==> src/rtl/spdif_i2s_sample_capture.sv <==
// Oversampling I2S receiver behind the S/PDIF decoder: synchronizes bck/ws/d0 on clk_in,
// deserializes MSB-first words and emits one left/right PCM pair per frame with lock and error tracking.
module spdif_i2s_sample_capture #(
    parameter int DATA_W      = 24,
    parameter int MIN_BITS    = 16,
    parameter int TIMEOUT_CYC = 255
) (
    input  logic              clk_in,
    input  logic              resetb,
    input  logic              i2s_bck,
    input  logic              i2s_ws,
    input  logic              i2s_d0,
    input  logic              audio_locked,
    output logic [DATA_W-1:0] sample_l,
    output logic [DATA_W-1:0] sample_r,
    output logic              sample_valid,
    output logic              locked,
    output logic [7:0]        err_cnt
);
    localparam int                 TMO_W   = $clog2(TIMEOUT_CYC + 1);
    localparam logic [TMO_W-1:0]   TMO_MAX = TMO_W'(TIMEOUT_CYC);
    localparam logic [6:0]         MIN_LEN = 7'(MIN_BITS);

    typedef enum logic [1:0] {
        ST_IDLE  = 2'd0,
        ST_LEFT  = 2'd1,
        ST_RIGHT = 2'd2
    } state_t;

    logic [2:0]        bck_sync_r, ws_sync_r, d0_sync_r;
    logic              bck_rise_s;
    logic              rise_r, ws_smp_r, d0_smp_r;
    logic [DATA_W-1:0] shreg_r, shreg_wr_s, word_r, hold_l_r, hold_l_nxt_s;
    logic [5:0]        bit_cnt_r;
    logic [6:0]        word_len_s, word_len_r;
    logic              ws_last_r, boundary_s, bnd_r, bnd_ws_r;
    logic [TMO_W-1:0]  tmo_cnt_r;
    logic              timeout_s, short_s;
    state_t            state_r, state_nxt_s;
    logic              valid_nxt_s, locked_nxt_s, err_inc_s, load_s;

    assign bck_rise_s = bck_sync_r[1] & ~bck_sync_r[2];
    assign boundary_s = rise_r & (ws_smp_r != ws_last_r);
    assign word_len_s = {1'b0, bit_cnt_r} + 7'd1;
    assign timeout_s  = (tmo_cnt_r == TMO_MAX) & ~bck_rise_s;
    assign short_s    = (word_len_r < MIN_LEN);

    // Three-flop synchronizers; index 1 is s2, index 2 is s3.
    always_ff @(posedge clk_in or negedge resetb) begin
        if (!resetb) begin
            bck_sync_r <= 3'b000;
            ws_sync_r  <= 3'b000;
            d0_sync_r  <= 3'b000;
        end else begin
            bck_sync_r <= {bck_sync_r[1:0], i2s_bck};
            ws_sync_r  <= {ws_sync_r[1:0], i2s_ws};
            d0_sync_r  <= {d0_sync_r[1:0], i2s_d0};
        end
    end

    // Sample ws/d0 on each bit-clock rise; this stage also sets the fixed output latency.
    always_ff @(posedge clk_in or negedge resetb) begin
        if (!resetb) begin
            rise_r   <= 1'b0;
            ws_smp_r <= 1'b0;
            d0_smp_r <= 1'b0;
        end else begin
            rise_r <= bck_rise_s;
            if (bck_rise_s) begin
                ws_smp_r <= ws_sync_r[1];
                d0_smp_r <= d0_sync_r[1];
            end
        end
    end

    // Place the current bit at its MSB-first position; bits past DATA_W match no index.
    always_comb begin
        shreg_wr_s = shreg_r;
        for (int i = 0; i < DATA_W; i++) begin
            if (rise_r && (bit_cnt_r == 6'(DATA_W - 1 - i))) begin
                shreg_wr_s[i] = d0_smp_r;
            end else begin
                shreg_wr_s[i] = shreg_r[i];
            end
        end
    end

    // Deserializer: a ws change closes the word, the bit on that edge being its LSB.
    always_ff @(posedge clk_in or negedge resetb) begin
        if (!resetb) begin
            shreg_r    <= '0;
            bit_cnt_r  <= 6'd0;
            ws_last_r  <= 1'b0;
            bnd_r      <= 1'b0;
            bnd_ws_r   <= 1'b0;
            word_r     <= '0;
            word_len_r <= 7'd0;
        end else begin
            bnd_r <= boundary_s;
            if (rise_r) begin
                ws_last_r <= ws_smp_r;
                if (boundary_s) begin
                    word_r     <= shreg_wr_s;
                    word_len_r <= word_len_s;
                    bnd_ws_r   <= ws_smp_r;
                    shreg_r    <= '0;
                    bit_cnt_r  <= 6'd0;
                end else begin
                    shreg_r   <= shreg_wr_s;
                    bit_cnt_r <= (bit_cnt_r == 6'd63) ? 6'd63 : bit_cnt_r + 6'd1;
                end
            end
        end
    end

    // Bit-clock watchdog, saturating so a stalled link is reported once.
    always_ff @(posedge clk_in or negedge resetb) begin
        if (!resetb) begin
            tmo_cnt_r <= '0;
        end else if (bck_rise_s) begin
            tmo_cnt_r <= '0;
        end else if (tmo_cnt_r != TMO_MAX) begin
            tmo_cnt_r <= tmo_cnt_r + TMO_W'(1);
        end
    end

    // Frame FSM state register.
    always_ff @(posedge clk_in or negedge resetb) begin
        if (!resetb) begin
            state_r  <= ST_IDLE;
            hold_l_r <= '0;
        end else begin
            state_r  <= state_nxt_s;
            hold_l_r <= hold_l_nxt_s;
        end
    end

    // Frame FSM next state; a timeout outranks a lost decoder lock so only one error is counted.
    always_comb begin
        state_nxt_s  = state_r;
        hold_l_nxt_s = hold_l_r;
        valid_nxt_s  = 1'b0;
        locked_nxt_s = locked;
        err_inc_s    = 1'b0;
        load_s       = 1'b0;
        if ((state_r != ST_IDLE) && timeout_s) begin
            err_inc_s    = 1'b1;
            locked_nxt_s = 1'b0;
            state_nxt_s  = ST_IDLE;
        end else if (!audio_locked) begin
            locked_nxt_s = 1'b0;
            state_nxt_s  = ST_IDLE;
        end else if (bnd_r) begin
            case (state_r)
                ST_IDLE: begin
                    if (!bnd_ws_r) begin
                        state_nxt_s = ST_LEFT;
                    end else begin
                        state_nxt_s = ST_IDLE;
                    end
                end
                ST_LEFT, ST_RIGHT: begin
                    if (short_s) begin
                        err_inc_s    = 1'b1;
                        locked_nxt_s = 1'b0;
                        state_nxt_s  = bnd_ws_r ? ST_IDLE : ST_LEFT;
                    end else if ((state_r == ST_LEFT) && bnd_ws_r) begin
                        hold_l_nxt_s = word_r;
                        state_nxt_s  = ST_RIGHT;
                    end else if ((state_r == ST_RIGHT) && !bnd_ws_r) begin
                        load_s       = 1'b1;
                        valid_nxt_s  = 1'b1;
                        locked_nxt_s = 1'b1;
                        state_nxt_s  = ST_LEFT;
                    end else begin
                        state_nxt_s = state_r;
                    end
                end
                default: begin
                    locked_nxt_s = 1'b0;
                    state_nxt_s  = ST_IDLE;
                end
            endcase
        end else begin
            state_nxt_s = state_r;
        end
    end

    // Registered outputs; samples only change together with the valid pulse.
    always_ff @(posedge clk_in or negedge resetb) begin
        if (!resetb) begin
            sample_l     <= '0;
            sample_r     <= '0;
            sample_valid <= 1'b0;
            locked       <= 1'b0;
            err_cnt      <= 8'd0;
        end else begin
            sample_valid <= valid_nxt_s;
            locked       <= locked_nxt_s;
            if (load_s) begin
                sample_l <= hold_l_r;
                sample_r <= word_r;
            end
            if (err_inc_s && (err_cnt != 8'hFF)) begin
                err_cnt <= err_cnt + 8'd1;
            end
        end
    end
endmodule

==> config.mk <==
export PLATFORM = sky130hd
export DESIGN_NAME = spdif_i2s_sample_capture
export DESIGN_NICKNAME = d
export VERILOG_FILES = /design/src/rtl/spdif_i2s_sample_capture.sv
export SDC_FILE = /design/constraint.sdc
export NUM_CORES = 1
export LEC_CHECK = 0
export CORE_MARGIN = 4
export CORE_UTILIZATION = 48
export DETAILED_ROUTE_END_ITERATION = 16
export PLACE_DENSITY = 0.76
export SLEW_MARGIN = 20
export SYNTH_ARGS = -nofsm -noshare
export SYNTH_HDL_FRONTEND = slang
export SYNTH_SLANG_ARGS = --single-unit
export TNS_END_PERCENT = 50
==> constraint.sdc <==
create_clock -name clk_in -period 6.56 [get_ports clk_in]
set_input_delay 0.656 -clock clk_in [delete_from_list [all_inputs] [get_ports clk_in]]
set_output_delay 0.656 -clock clk_in [all_outputs]
set_load 0.005 [all_outputs]
==> After elaboration in Yosys (flattened, before gate mapping) <==
Index checks and enable logic that the tools add are counted.
{ "word_totals": {"ff_bits": 166, "in_bits": 6, "out_inout_bits": 58, "word_cells": 162} }
{ "classes": {"add_sub_neg": 4, "magnitude_cmp": 1, "eq_ne": 35, "n_mux": 56, "n_bitwise": 7, "n_reduce_logical": 38} }
{ "op_table": {"columns": ["cell", "count"], "rows": [
  ["$eq A6 B4 Y1 const B", 8],
  ["$eq A6 B5 Y1 const B", 8],
  ["$mux W1", 43],
  ["$logic_and A1 B1 Y1", 28],
  ["$eq A6 B3 Y1 const B", 4],
  ["$mux W24", 1],
  ["$add A8 B1 Y8 const B", 2],
  ["$mux W8", 2],
  ["$ne A8 B8 Y1 const B", 2],
  ["$eq A6 B2 Y1 const B", 2],
  ["$mux W2", 6],
  ["$mux W6", 2],
  ["$ne A5 B5 Y1 const B", 2],
  ["$eq A8 B8 Y1 const B", 1],
  ["$add A6 B1 Y7 const B", 1],
  ["$lt A7 B5 Y1 const B", 1],
  ["$add A6 B1 Y6 const B", 1],
  ["$eq A6 B1 Y1 const B", 1],
  ["$eq A6 B6 Y1 const B", 1],
  ["$logic_not A6 Y1", 1],
  ["$ne A6 B6 Y1 const B", 1],
  ["$reduce_and A6 Y1", 1],
  ["$not A1 Y1", 4],
  ["$pmux W2 S2", 1],
  ["other kinds (13)", 17]
]} }

==> Longest topological paths before layout <==
Gate-level depths: netlist of run 1.
{ "logic_depth": {"ltp_word": 9, "mapped_depth": 8, "mapped_depth_nobuf": 6} }

==> Least setup slack after synthesis of run 1 <==
Ideal clock, no wire load.
{ "synth_path": {"kind": "flip-flop to flip-flop", "startpoint": "register state_r[0]", "endpoint": "register sample_l[14]", "setup_ns": 0.125, "arrival_ns": 2.030, "required_ns": 6.435, "path_slack_ns": 4.405, "path_stages_with_launch": 9, "path_buffers": 2, "synth_period_minus_slack_ns": 2.155, "cell_sequence": "dfrtp_1 -> inv_1 -> ha_1 -> o311ai_1 -> or2_1 -> nor4b_4 -> buf_6 -> buf_8 -> mux2_4"} }
{ "synth_via": {"elab_chain_cells": 9} }
{ "synth_rtl": {"columns": ["item", "line", "rtl"], "rows": [
  ["start, declared", "39", "state_t state_r, state_nxt_s;"],
  ["start signal, assigned", "133", "state_r <= state_nxt_s;"],
  ["$eq A2 B2 Y1", "154, 170", null],
  ["$logic_and A1 B1 Y1", "170", "end else if ((state_r == ST_RIGHT) && !bnd_ws_r) begin"],
  ["$mux W1", "170", null],
  ["$mux W1", "167", "end else if ((state_r == ST_LEFT) && bnd_ws_r) begin"],
  ["$mux W1", "163", "if (short_s) begin"],
  ["$mux W1", "154", "case (state_r)"],
  ["$mux W1", "153", "end else if (bnd_r) begin"],
  ["$mux W1", "150", "end else if (!audio_locked) begin"],
  ["$mux W1 *", "146", "if ((state_r != ST_IDLE) && timeout_s) begin"],
  ["net load_s", "40", "logic valid_nxt_s, locked_nxt_s, err_inc_s, load_s;"],
  ["end signal, assigned", "201", "sample_l <= hold_l_r;"],
  ["end, declared", "14", "output logic [DATA_W-1:0] sample_l,"]
]} }
Mark *: on every way through the listed nets, which the timed path passes. The rest lies on a longest branch.
A chain may end at the register's enable or synchronous reset.

==> Final worst setup path of run 1 <==
{ "layout_path": {"startpoint": "register bck_sync_r[1]", "endpoint": "register sample_r[2]"} }
{ "layout_via": {"elab_chain_cells": 5} }
{ "layout_rtl": {"columns": ["item", "line", "rtl"], "rows": [
  ["start, declared", "30", "logic [2:0] bck_sync_r, ws_sync_r, d0_sync_r;"],
  ["start signal, assigned", "55", "bck_sync_r <= {bck_sync_r[1:0], i2s_bck};"],
  ["$and A1 B1 Y1", "42", "assign bck_rise_s = bck_sync_r[1] & ~bck_sync_r[2];"],
  ["$not A1 Y1", "45", "assign timeout_s = (tmo_cnt_r == TMO_MAX) & ~bck_rise_s;"],
  ["$and A1 B1 Y1", "45", null],
  ["$logic_and A1 B1 Y1", "146", null],
  ["$mux W1", "146", null],
  ["end signal, assigned", "202", "sample_r <= word_r;"],
  ["end, declared", "15", "output logic [DATA_W-1:0] sample_r,"]
]} }
Every way passes these cells.

==> Implementation_results.wiki, run 1 <==
{| class="wikitable"
! Metric !! Value
|-
| DR vias/cell || 5.44
|-
| Total wire length after detailed routing || 13.0 mm
|-
| Number of resized instances in the post-cts repair step || 0
|-
| Worst path setup slack after routing || 3.82 ns
|-
| Layout-stage area growth over the synthesis result || 18.8%
|-
| Cell Count Post-Placement || 801
|-
| Core footprint || 14100 sq um
|-
| Number of nets in the layout || 657
|-
| Setup skew after layout || 0.0126 ns
|-
| Clock Tree Buf Depth || 2
|-
| Initial Utilization || 0.498
|-
| Fin. Hold Viols || 0
|-
| Global-route total usage across every layer || 0.167
|-
| Number of port buffers || 63
|-
| Total number of placement rows || 43
|-
| Unique masters post-synth || 53
|-
| Congestion Overflow GR || 0
|-
| Primary flip-flop cell chosen by synthesis mapping || sky130_fd_sc_hd__dfrtp_1
|-
| Slowest stage delay, CP || 0.73 ns
|-
| Worst-skew pair later-pin latency || 0.42 ns
|-
| Top routing layer in use || met4
|-
| Required @ worst endpoint || 6.85 ns
|-
| Arrival time of data at the critical path endpoint || 3.03 ns
|-
| Post-CTS Repair Setup Buffers || 0
|-
| Count of endpoints failing setup in the final report || 0
|-
| Crit Path Category || flip-flop to flip-flop
|-
| Final clock period utilization by the worst path || 0.418
|-
| Worst Path Max Fanout || 49
|-
| Antenna Violating Nets Remaining || 0
|-
| Switching pwr || 632 uW
|-
| Critical Path, Cell by Cell || nor2b_1 > nor4_4 > nor4b_4 > buf_4 > mux2_2
|-
| Drt pass-1 iters || 5
|-
| RSZ-0062 raised after global routing || false
|-
| Routed length on met1 || 5.98 mm
|-
| Total Power || 2390 uW
|-
| CP max-delay cell || sky130_fd_sc_hd__nor2b_1
|-
| Post-synth design cell area || 7020 sq um
|-
| Clock period minus worst slack || 2.74 ns
|-
| Dpl hpwl || 8.30 mm
|-
| Startpoint types || flip-flop
|-
| Peak ir drop on the vdd network || 192 uV
|-
| Layout Cells excl Fill || 831
|-
| Relative slew margins || 0.357
|-
| Total number of H-tree levels || 4
|-
| Worst setup slack before clock tree synthesis || 3.51 ns
|-
| Warnings from Yosys || 0
|-
| Run status || finished, final reports clean
|-
| Proportion of netlist area held by the largest area contributor || 0.578
|-
| Standby leakage power || 0.00384 uW
|-
| CTS root buf || sky130_fd_sc_hd__clkbuf_16
|-
| Final antenna diode count || 0
|-
| Number of global-route vias before repair || 4609
|-
| Hold WC Path Type || input port to asynchronous set/reset pin
|-
| Total met2 wirelength after detailed routing || 6.30 mm
|-
| Part of the power in registers || 0.506
|-
| Overall die area || 16600 sq um
|-
| Power density relative to cell area || 287 nW/um^2
|-
| Flop-to-flop setup slack || 3.82 ns
|-
| Last weighted congestion value of the routability-driven placer || 0.857
|-
| Number of buffers created by CTS || 17
|-
| Number of DRC violations after detailed-routing iteration 0 || 314
|-
| Per-cell routed wire length || 15.6 um
|-
| Kind of end point of the critical path || flip-flop
|-
| Met3 WL || 511 um
|-
| Share of cells above drive strength 1 || 0.187
|-
| Clock tree from TritonCTS || done
|-
| Vertical extent of the die || 129 um
|-
| Fraction of power consumed by combinational cells || 0.102
|-
| Syn_area_per_cell || 12.0 sq um
|-
| Switching part of the total || 0.264
|-
| Maximum number of pins on one net before global-route repair || 101
|-
| Clock network power share || 0.391
|-
| Number of enable flip-flop cells after synthesis || 0
|-
| Syn Inst Count || 585
|-
| Net Count, Synth || 601
|-
| Final TNS setup || 0 ns
|-
| Number of clock sinks || 162
|-
| Clock Pin Slew Worst Setup and Hold Paths || 0.06 ns
|-
| Wire length of the first global-routing pass || 22.3 mm
|-
| FF+latch count, synth || 162
|-
| I/O pins || 64
|-
| Leading post-synthesis cells by cell area || sky130_fd_sc_hd__dfrtp_1, sky130_fd_sc_hd__mux2_2, sky130_fd_sc_hd__a21oi_1, sky130_fd_sc_hd__mux2i_1, sky130_fd_sc_hd__nor2_1
|-
| Initial antenna violation count || 0
|-
| Chip Width || 129 um
|-
| Number of maximum-capacitance constraint violations || 0
|-
| Max Transition Viols Final || 0
|-
| Post-synthesis sequential area ratio || 0.578
|-
| Cell type contributing the most total cell area after synthesis || sky130_fd_sc_hd__dfrtp_1
|-
| Routed vias || 4524
|-
| Max frequency || 0.365 GHz
|-
| DRC violation count after routing || 0
|-
| Number of hold buffers added after cts || 0
|-
| Post-synth ARST share || 1.00
|-
| Internal power summed over all cells || 1760 uW
|-
| Slew at the pin with the worst max-slew slack || 0.951 ns
|}
==> power groups by stage <==
| stage | combinational (uW) | clock (uW) | sequential (uW) |
|---|---|---|---|
| 2_1_floorplan | 188 | 0 | 1180 |
| 3_3_place_gp | 228 | 0 | 1220 |
| 3_5_place_dp | 240 | 0 | 1230 |
| 4_1_cts | 244 | 958 | 1210 |
| 5_1_grt | 285 | 1000 | 1230 |
| 6_report | 245 | 937 | 1210 |
==> stage by stage <==
step / utilization / hold WS [ns] / instance area, sq um
global route: 0.592 / 0.360 / 8340
finish: 0.592 / 0.344 / 8340
floorplan: - / 0.331 / 7020
global placement: 0.551 / 0.335 / 7760
CTS: 0.590 / 0.352 / 8310
detailed placement: 0.551 / 0.339 / 7760
==> Yosys cell counts (9+ instances only) <==
master,count
sky130_fd_sc_hd__nor2_1,40
sky130_fd_sc_hd__mux2_2,72
sky130_fd_sc_hd__inv_1,33
sky130_fd_sc_hd__o22ai_1,23
sky130_fd_sc_hd__clkbuf_1,20
sky130_fd_sc_hd__mux2i_1,25
sky130_fd_sc_hd__a21oi_1,59
sky130_fd_sc_hd__o21ai_0,15
sky130_fd_sc_hd__dfrtp_1,162
sky130_fd_sc_hd__mux2_4,9
sky130_fd_sc_hd__nand2_1,26
sky130_fd_sc_hd__nand3_1,15
sky130_fd_sc_hd__ha_1,10
==> kinds of logic after synthesis <==
group | share of synthesized area
buffers and inverters | 0.0410
adders and majority gates | 0.0178
AOI/OAI and AO/OA | 0.0938
muxes | 0.170
xor gates and xnor gates | 0.00998
DFF | 0.578
and+or+nand+nor | 0.0895
==> flip-flops by register name, summed over array words and instances (netlist names), 2 cells and up <==
signal and cells:
bck_sync_r 3, sample_r 24, state_r 2, err_cnt 8
tmo_cnt_r 8, d0_sync_r 2, sample_l 24, bit_cnt_r 6
word_len_r 3, hold_l_r 24, word_r 24, ws_sync_r 2
shreg_r 24
==> routing by layer <==
| metal | vias to the layer above | track usage |
|---|---|---|
| met3 | 17 | 0.0448 |
| met1 | 2236 | 0.229 |
| met4 | 0 | 0.0593 |
| met2 | 105 | 0.257 |
| li1 | 2166 | - |
| met5 | - | 0 |
==> critical path: cells and delay by family, from the launching register on <==
| family | cells | cell delay (ns) |
|---|---|---|
| buffers and inverters | 1 | 0.59 |
| DFF | 1 | 0.33 |
| muxes | 1 | 0.41 |
| and+or+nand+nor | 3 | 1.26 |
==> cell type report <==
class | count | area (sq um)
Fill cell | 1125 | 5760
Clock buffer | 18 | 439
Timing Repair Buffer | 68 | 689
Inverter | 34 | 128
Clock inverter | 11 | 114
Tap cell | 180 | 225
Multi-Input combinational cell | 358 | 2690
Sequential cell | 162 | 4050
==> layout by cell type (no fill, tap or decap), types with 2 or more instances in the layout <==
| cell type | instances |
|---|---|
| sky130_fd_sc_hd__clkbuf_16 | 17 |
| sky130_fd_sc_hd__a21oi_1 | 59 |
| sky130_fd_sc_hd__mux2i_1 | 25 |
| sky130_fd_sc_hd__xor2_1 | 2 |
| sky130_fd_sc_hd__nor4bb_1 | 4 |
| sky130_fd_sc_hd__a211oi_1 | 2 |
| sky130_fd_sc_hd__xnor2_1 | 6 |
| sky130_fd_sc_hd__inv_1 | 33 |
| sky130_fd_sc_hd__nand3_1 | 15 |
| sky130_fd_sc_hd__buf_4 | 4 |
| sky130_fd_sc_hd__a32o_1 | 2 |
| sky130_fd_sc_hd__nor2_1 | 39 |
| sky130_fd_sc_hd__nor3b_1 | 2 |
| sky130_fd_sc_hd__o22ai_1 | 23 |
| sky130_fd_sc_hd__bufinv_16 | 2 |
| sky130_fd_sc_hd__ha_1 | 10 |
| sky130_fd_sc_hd__mux2_4 | 9 |
| sky130_fd_sc_hd__clkinvlp_4 | 2 |
| sky130_fd_sc_hd__clkdlybuf4s50_1 | 62 |
| sky130_fd_sc_hd__o21ai_0 | 15 |
| sky130_fd_sc_hd__clkinv_2 | 6 |
| sky130_fd_sc_hd__o2111ai_1 | 2 |
| sky130_fd_sc_hd__o211ai_1 | 4 |
| sky130_fd_sc_hd__and3_1 | 6 |
| sky130_fd_sc_hd__dfrtp_1 | 162 |
| sky130_fd_sc_hd__nand2_1 | 26 |
| sky130_fd_sc_hd__nor2b_1 | 3 |
| sky130_fd_sc_hd__and4_1 | 3 |
| sky130_fd_sc_hd__mux2_2 | 72 |
| sky130_fd_sc_hd__nor3_1 | 6 |
==> worst paths after layout <==
path                                from            to  depth (start not counted)
max in group asynchronous         resetb    shreg_r[3]                          2
min                               resetb  tmo_cnt_r[7]                          1
max reg2reg                bck_sync_r[1]   sample_r[2]                          5
max                        bck_sync_r[1]   sample_r[2]                          5
min in group clk_in         ws_sync_r[0]  ws_sync_r[1]                          0
min reg2reg                 ws_sync_r[0]  ws_sync_r[1]                          0
Power figures use the tool's default switching activity.
==> run 2, diff against run 1 <==
--- a/config.mk
+++ b/config.mk
@@ -8,7 +8,7 @@
 export CORE_MARGIN = 4
 export CORE_UTILIZATION = 48
 export DETAILED_ROUTE_END_ITERATION = 16
-export PLACE_DENSITY = 0.76
+export PLACE_DENSITY = 0.79
 export SLEW_MARGIN = 20
 export SYNTH_ARGS = -nofsm -noshare
 export SYNTH_HDL_FRONTEND = slang
==> constraint.sdc (replaced) <==
create_clock -name clk_in -period 2.5 [get_ports clk_in]
set_input_delay 0.25 -clock clk_in [delete_from_list [all_inputs] [get_ports clk_in]]
set_output_delay 0.25 -clock clk_in [all_outputs]
set_load 0.005 [all_outputs]
==> Implementation_results.wiki, run 2 (synthesis gave the netlist of run 1 again) <==
{| class="wikitable"
! Metric !! Value
|-
| Kind of end point of the critical path || flip-flop
|-
| Setup skew after layout || 0.0118 ns
|-
| Run status || finished, final reports clean
|-
| Number of clock sinks || 162
|-
| Area of the multi-input gates || 2710 sq um
|-
| Total number of H-tree levels || 4
|-
| Standby leakage power || 0.00396 uW
|-
| Total wire length after detailed routing || 14.4 mm
|-
| Share of cells above drive strength 1 || 0.215
|-
| Number of DRC violations after detailed-routing iteration 0 || 269
|-
| Startpoint types || flip-flop
|-
| Last weighted congestion value of the routability-driven placer || 0.862
|-
| Path depth of the worst reg2reg path || 8
|-
| Slew at the pin with the worst max-slew slack || 0.824 ns
|-
| Antenna Violating Nets Remaining || 0
|-
| Commonest non-fill, non-tap cell in the layout || sky130_fd_sc_hd__dfrtp_1
|-
| Clock period minus worst slack || 2.38 ns
|-
| Max Transition Viols Final || 0
|-
| Overall die area || 16600 sq um
|-
| Routed vias || 4749
|-
| Final clock period utilization by the worst path || 0.952
|-
| Drt pass-1 iters || 5
|-
| Worst Path Max Fanout || 24
|-
| I/O pins || 64
|-
| Fin. Hold Viols || 0
|-
| Per-cell routed wire length || 17.0 um
|-
| Final TNS setup || 0 ns
|-
| Final core utilization || 0.610
|-
| Worst-skew pair later-pin latency || 0.43 ns
|-
| Required @ worst endpoint || 2.82 ns
|-
| Launch instance of the worst register-to-register path || state_r[1]
|-
| Worst path setup slack after routing || 0.121 ns
|-
| Clock Pin Slew Worst Setup and Hold Paths || 0.07 ns
|-
| Capture point of the critical path || sample_l[11]
|-
| Final antenna diode count || 0
|-
| Core footprint || 14100 sq um
|-
| Number of global-route vias before repair || 4962
|-
| Congestion Overflow GR || 0
|-
| Relative slew margins || 0.450
|-
| Slowest stage delay, CP || 0.41 ns
|-
| Post-placement cell area || 7920 sq um
|-
| Global-route total usage across every layer || 0.181
|-
| Number of nets in the layout || 674
|-
| RSZ-0062 raised after global routing || false
|-
| Worst setup slack before clock tree synthesis || 0.0265 ns
|-
| Wire length of the first global-routing pass || 24.0 mm
|-
| Initial antenna violation count || 0
|-
| Leading cell types in the layout, fill and taps excluded || sky130_fd_sc_hd__dfrtp_1, sky130_fd_sc_hd__mux2_2, sky130_fd_sc_hd__clkdlybuf4s50_1
|-
| Dpl hpwl || 8.93 mm
|-
| Initial Utilization || 0.498
|-
| Clock Tree Buf Depth || 2
|-
| Vertical extent of the die || 129 um
|-
| Max frequency || 0.420 GHz
|-
| Clock tree from TritonCTS || done
|-
| Crit Path Category || flip-flop to flip-flop
|-
| Reg-to-reg endpoint || sample_l[11]
|-
| Timing startpoint of the critical path || state_r[1]
|-
| CTS root buf || sky130_fd_sc_hd__clkbuf_16
|-
| CP max-delay cell || sky130_fd_sc_hd__dfrtp_1
|-
| Filler cell count || 1091
|-
| Number of port buffers || 63
|-
| Chip Width || 129 um
|-
| Critical Path, Cell by Cell || inv_1 > ha_4 > o311ai_2 > or2_4 > nor4b_4 > buf_6 > buf_16 > mux2_2
|-
| Flop-to-flop setup slack || 0.12 ns
|-
| Arrival time of data at the critical path endpoint || 2.70 ns
|-
| Peak ir drop on the vdd network || 505 uV
|-
| Power density relative to cell area || 755 nW/um^2
|-
| DR vias/cell || 5.58
|-
| Number of buffers created by CTS || 17
|-
| DRC violation count after routing || 0
|-
| Maximum number of pins on one net before global-route repair || 68
|-
| Hold WC Path Type || input port to flip-flop
|-
| Total number of placement rows || 43
|-
| Layout-stage area growth over the synthesis result || 22.6%
|-
| Register area || 4050 sq um
|-
| Count of endpoints failing setup in the final report || 0
|-
| Number of maximum-capacitance constraint violations || 0
|-
| Post-route cell area || 8600 sq um
|}
[run 2: changes by cell type in the layout (fill, tap and decap cells not counted), sizes merged]
cell         previous run  this run
dlygate4sd3             0         1
inv                    34        38
buf                     6        21
[run 2: through the flow]
step / total power (uW) / hold slack (ns) / std cells
final: 6500 / 0.258 / 851
after global routing: 6810 / 0.253 / 851
after CTS: 6550 / 0.243 / 848
after global placement: 3840 / 0.291 / 815
after floorplan: 3600 / -0.0456 / 585
after detailed placement: 3890 / 0.299 / 815
[run 2: layout make-up]
cell class                 count  area share
sequential                   162       0.471
multi-input combinational    358       0.315
timing repair buffer          85       0.103
clock buffer                  17      0.0494
tap                          180      0.0262
clock inverter                15      0.0204
inverter                      34      0.0148
[run 2: power by group]
part           total (uW)  internal (uW)  leakage, uW  switching, uW
combinational         708            276      0.00151            432
sequential           3160           2900      0.00217            261
clock                2630           1500     0.000288           1130
total                6500           4680      0.00396           1820
[run 2: how the worst min path moves through the flow]
stage	to	slack (ns)	startpoint	cells after the start
after global routing	d0_sync_r[0]	0.25	i2s_d0	1
after global placement	tmo_cnt_r[7]	0.29	resetb	1
after detailed placement	tmo_cnt_r[5]	0.30	resetb	1
after CTS	d0_sync_r[0]	0.24	i2s_d0	1
after floorplan	bck_sync_r[0]	-0.05	resetb	0
final	d0_sync_r[0]	0.26	i2s_d0	1
[run 2: per-layer routing]
layer | wire length [um] | global-route usage | vias to the layer above
met5 | 0 | 0 | -
met1 | 6310 | 0.234 | 2388
met2 | 7220 | 0.288 | 135
li1 | - | - | 2205
met3 | 683 | 0.0544 | 21
met4 | 227 | 0.0686 | 0
[run 2: worst max-delay path, delay by kind of cell, from the launching register on]
family,cells,cell delay (ns)
muxes,1,0.35
DFF,1,0.41
and+or+nand+nor,2,0.57
AOI/OAI and AO/OA,1,0.13
adders and majority gates,1,0.30
buffers and inverters,3,0.49
[run 2: repair_timing]
action	in CTS	in global routing
hold buffers	1	0
setup buffers	0	1
setup endpoints to repair	0	48
hold endpoints to repair	64	0
resized for setup	0	9
==> run 3, diff against run 2 <==
--- a/config.mk
+++ b/config.mk
@@ -8,6 +8,7 @@
 export CORE_MARGIN = 4
 export CORE_UTILIZATION = 48
 export DETAILED_ROUTE_END_ITERATION = 16
+export MAX_ROUTING_LAYER = met4
 export PLACE_DENSITY = 0.79
 export SLEW_MARGIN = 20
 export SYNTH_ARGS = -nofsm -noshare
==> Implementation_results.wiki, run 3 (synthesis gave the netlist of run 1 again) <==
{| class="wikitable"
! Metric !! Value
|-
| Required @ worst endpoint || 2.80 ns
|-
| Crit Path Category || flip-flop to flip-flop
|-
| I/O pins || 64
|-
| Max frequency || 0.416 GHz
|-
| Peak ir drop on the vdd network || 516 uV
|-
| Congestion Overflow GR || 0
|-
| Number of maximum-capacitance constraint violations || 0
|-
| Last weighted congestion value of the routability-driven placer || 0.878
|-
| Drt pass-1 iters || 4
|-
| Max Transition Viols Final || 0
|-
| Commonest non-fill, non-tap cell in the layout || sky130_fd_sc_hd__dfrtp_1
|-
| Standby leakage power || 0.00394 uW
|-
| Overall die area || 16600 sq um
|-
| Worst Path Max Fanout || 49
|-
| Hold WC Path Type || input port to flip-flop
|-
| Top routing layer in use || met4
|-
| Global-route total usage across every layer || 0.181
|-
| Number of clock sinks || 162
|-
| Layout Cells excl Fill || 847
|-
| Dpl hpwl || 8.75 mm
|-
| Wire length of the first global-routing pass || 23.4 mm
|-
| Kind of end point of the critical path || flip-flop
|-
| Run status || finished, final reports clean
|-
| Number of port buffers || 63
|-
| Routed vias || 4640
|-
| Worst setup slack before clock tree synthesis || 0.0589 ns
|-
| Clock Tree Buf Depth || 2
|-
| CTS root buf || sky130_fd_sc_hd__clkbuf_16
|-
| Clock Pin Slew Worst Setup and Hold Paths || 0.06 ns
|-
| Routed length on met1 || 6.10 mm
|-
| RSZ-0062 raised after global routing || true
|-
| Core footprint || 14100 sq um
|-
| Worst-skew pair later-pin latency || 0.42 ns
|-
| Initial Utilization || 0.498
|-
| Cell Count Post-Placement || 814
|-
| Antenna Violating Nets Remaining || 0
|-
| Relative slew margins || 0.461
|-
| Per-cell routed wire length || 15.8 um
|-
| Post-CTS Repair Setup Buffers || 0
|-
| Fin. Hold Viols || 0
|-
| Number of buffers created by CTS || 17
|-
| Slew at the pin with the worst max-slew slack || 0.807 ns
|-
| Clock period minus worst slack || 2.41 ns
|-
| Maximum number of pins on one net before global-route repair || 66
|-
| Leading cell types in the layout, fill and taps excluded || sky130_fd_sc_hd__dfrtp_1, sky130_fd_sc_hd__mux2_2, sky130_fd_sc_hd__clkdlybuf4s50_1
|-
| Total met2 wirelength after detailed routing || 6.55 mm
|-
| Filler cell count || 1103
|-
| DRC violation count after routing || 0
|-
| Total number of placement rows || 43
|-
| Chip Width || 129 um
|-
| Total number of H-tree levels || 4
|-
| Power density relative to cell area || 759 nW/um^2
|-
| Met3 WL || 489 um
|-
| DR vias/cell || 5.48
|-
| Setup skew after layout || 0.00842 ns
|-
| Worst path setup slack after routing || 0.0934 ns
|-
| Number of global-route vias before repair || 4938
|-
| Total wire length after detailed routing || 13.4 mm
|-
| Layout-stage area growth over the synthesis result || 21.4%
|-
| Final core utilization || 0.604
|-
| Number of nets in the layout || 670
|-
| Initial antenna violation count || 0
|-
| Count of endpoints failing setup in the final report || 0
|-
| Vertical extent of the die || 129 um
|-
| Number of resized instances in the post-cts repair step || 0
|-
| Final antenna diode count || 0
|-
| Final TNS setup || 0 ns
|-
| Clock tree from TritonCTS || done
|-
| Startpoint types || flip-flop
|-
| Share of cells above drive strength 1 || 0.202
|-
| Final clock period utilization by the worst path || 0.963
|-
| Number of DRC violations after detailed-routing iteration 0 || 245
|-
| Arrival time of data at the critical path endpoint || 2.71 ns
|}
-- run 3: cell types whose count changed in the layout (fill, tap and decap cells not counted), moves of 2 or more --
cell / change
sky130_fd_sc_hd__buf_6: -2
sky130_fd_sc_hd__inv_6: -4
sky130_fd_sc_hd__clkinv_2: +2
sky130_fd_sc_hd__clkbuf_1: +2
-- run 3: cell type report --
class	count	area, sq um	area share
Sequential cell	162	4050	0.476
Timing Repair Buffer	81	820	0.0962
Tap cell	180	225	0.0264
Multi-Input combinational cell	358	2690	0.316
Inverter	34	128	0.0150
Clock buffer	20	447	0.0524
Clock inverter	12	156	0.0184
-- run 3: path summary, 6_finish.rpt --
check | endpoint | cells past startpoint | startpoint | slack, ns
max reg2reg | sample_r[17] | 7 | state_r[1] | 0.09
min in group asynchronous | tmo_cnt_r[4] | 2 | resetb | 0.31
min | d0_sync_r[0] | 1 | i2s_d0 | 0.26
max | sample_r[17] | 7 | state_r[1] | 0.09
min reg2reg | ws_sync_r[1] | 0 | ws_sync_r[0] | 0.35
max in group asynchronous | sample_r[17] | 3 | resetb | 1.50
-- run 3: timing repair --
action	CTS	global route
hold buffers	1	0
setup endpoints to repair	0	12
endpoints found under the hold margin	41	0
-- run 3: critical path: stages (launching register included) --
cell	delay, ns
sky130_fd_sc_hd__dfrtp_1	0.40
sky130_fd_sc_hd__inv_1	0.08
sky130_fd_sc_hd__ha_1	0.31
sky130_fd_sc_hd__o311ai_1	0.16
sky130_fd_sc_hd__or2_1	0.33
sky130_fd_sc_hd__nor4b_4	0.28
sky130_fd_sc_hd__buf_12	0.32
sky130_fd_sc_hd__mux2_2	0.37
-- run 3: metal layers --
metal | vias to the layer above | GRT usage
li1 | 2210 | -
met1 | 2299 | 0.225
met2 | 109 | 0.287
met3 | 22 | 0.0415
met4 | 0 | 0.0754
met5 | - | -
-- run 3: per-stage QoR --
| step | hold slack (ns) | instance area [sq um] | total power, uW |
|---|---|---|---|
| global route | 0.270 | 8520 | 6800 |
| finish | 0.264 | 8520 | 6470 |
| CTS | 0.249 | 8520 | 6530 |
| detailed placement | 0.201 | 7910 | 3880 |
| floorplan | -0.0456 | 7020 | 3600 |
| global placement | 0.196 | 7910 | 3840 |
-- run 3: report_power, final --
part           total [uW]  switching (uW)  internal [uW]  leakage [uW]
combinational         684             410            273       0.00148
sequential           3160             255           2900       0.00217
clock                2620            1020           1600      0.000294
total                6470            1690           4780       0.00394
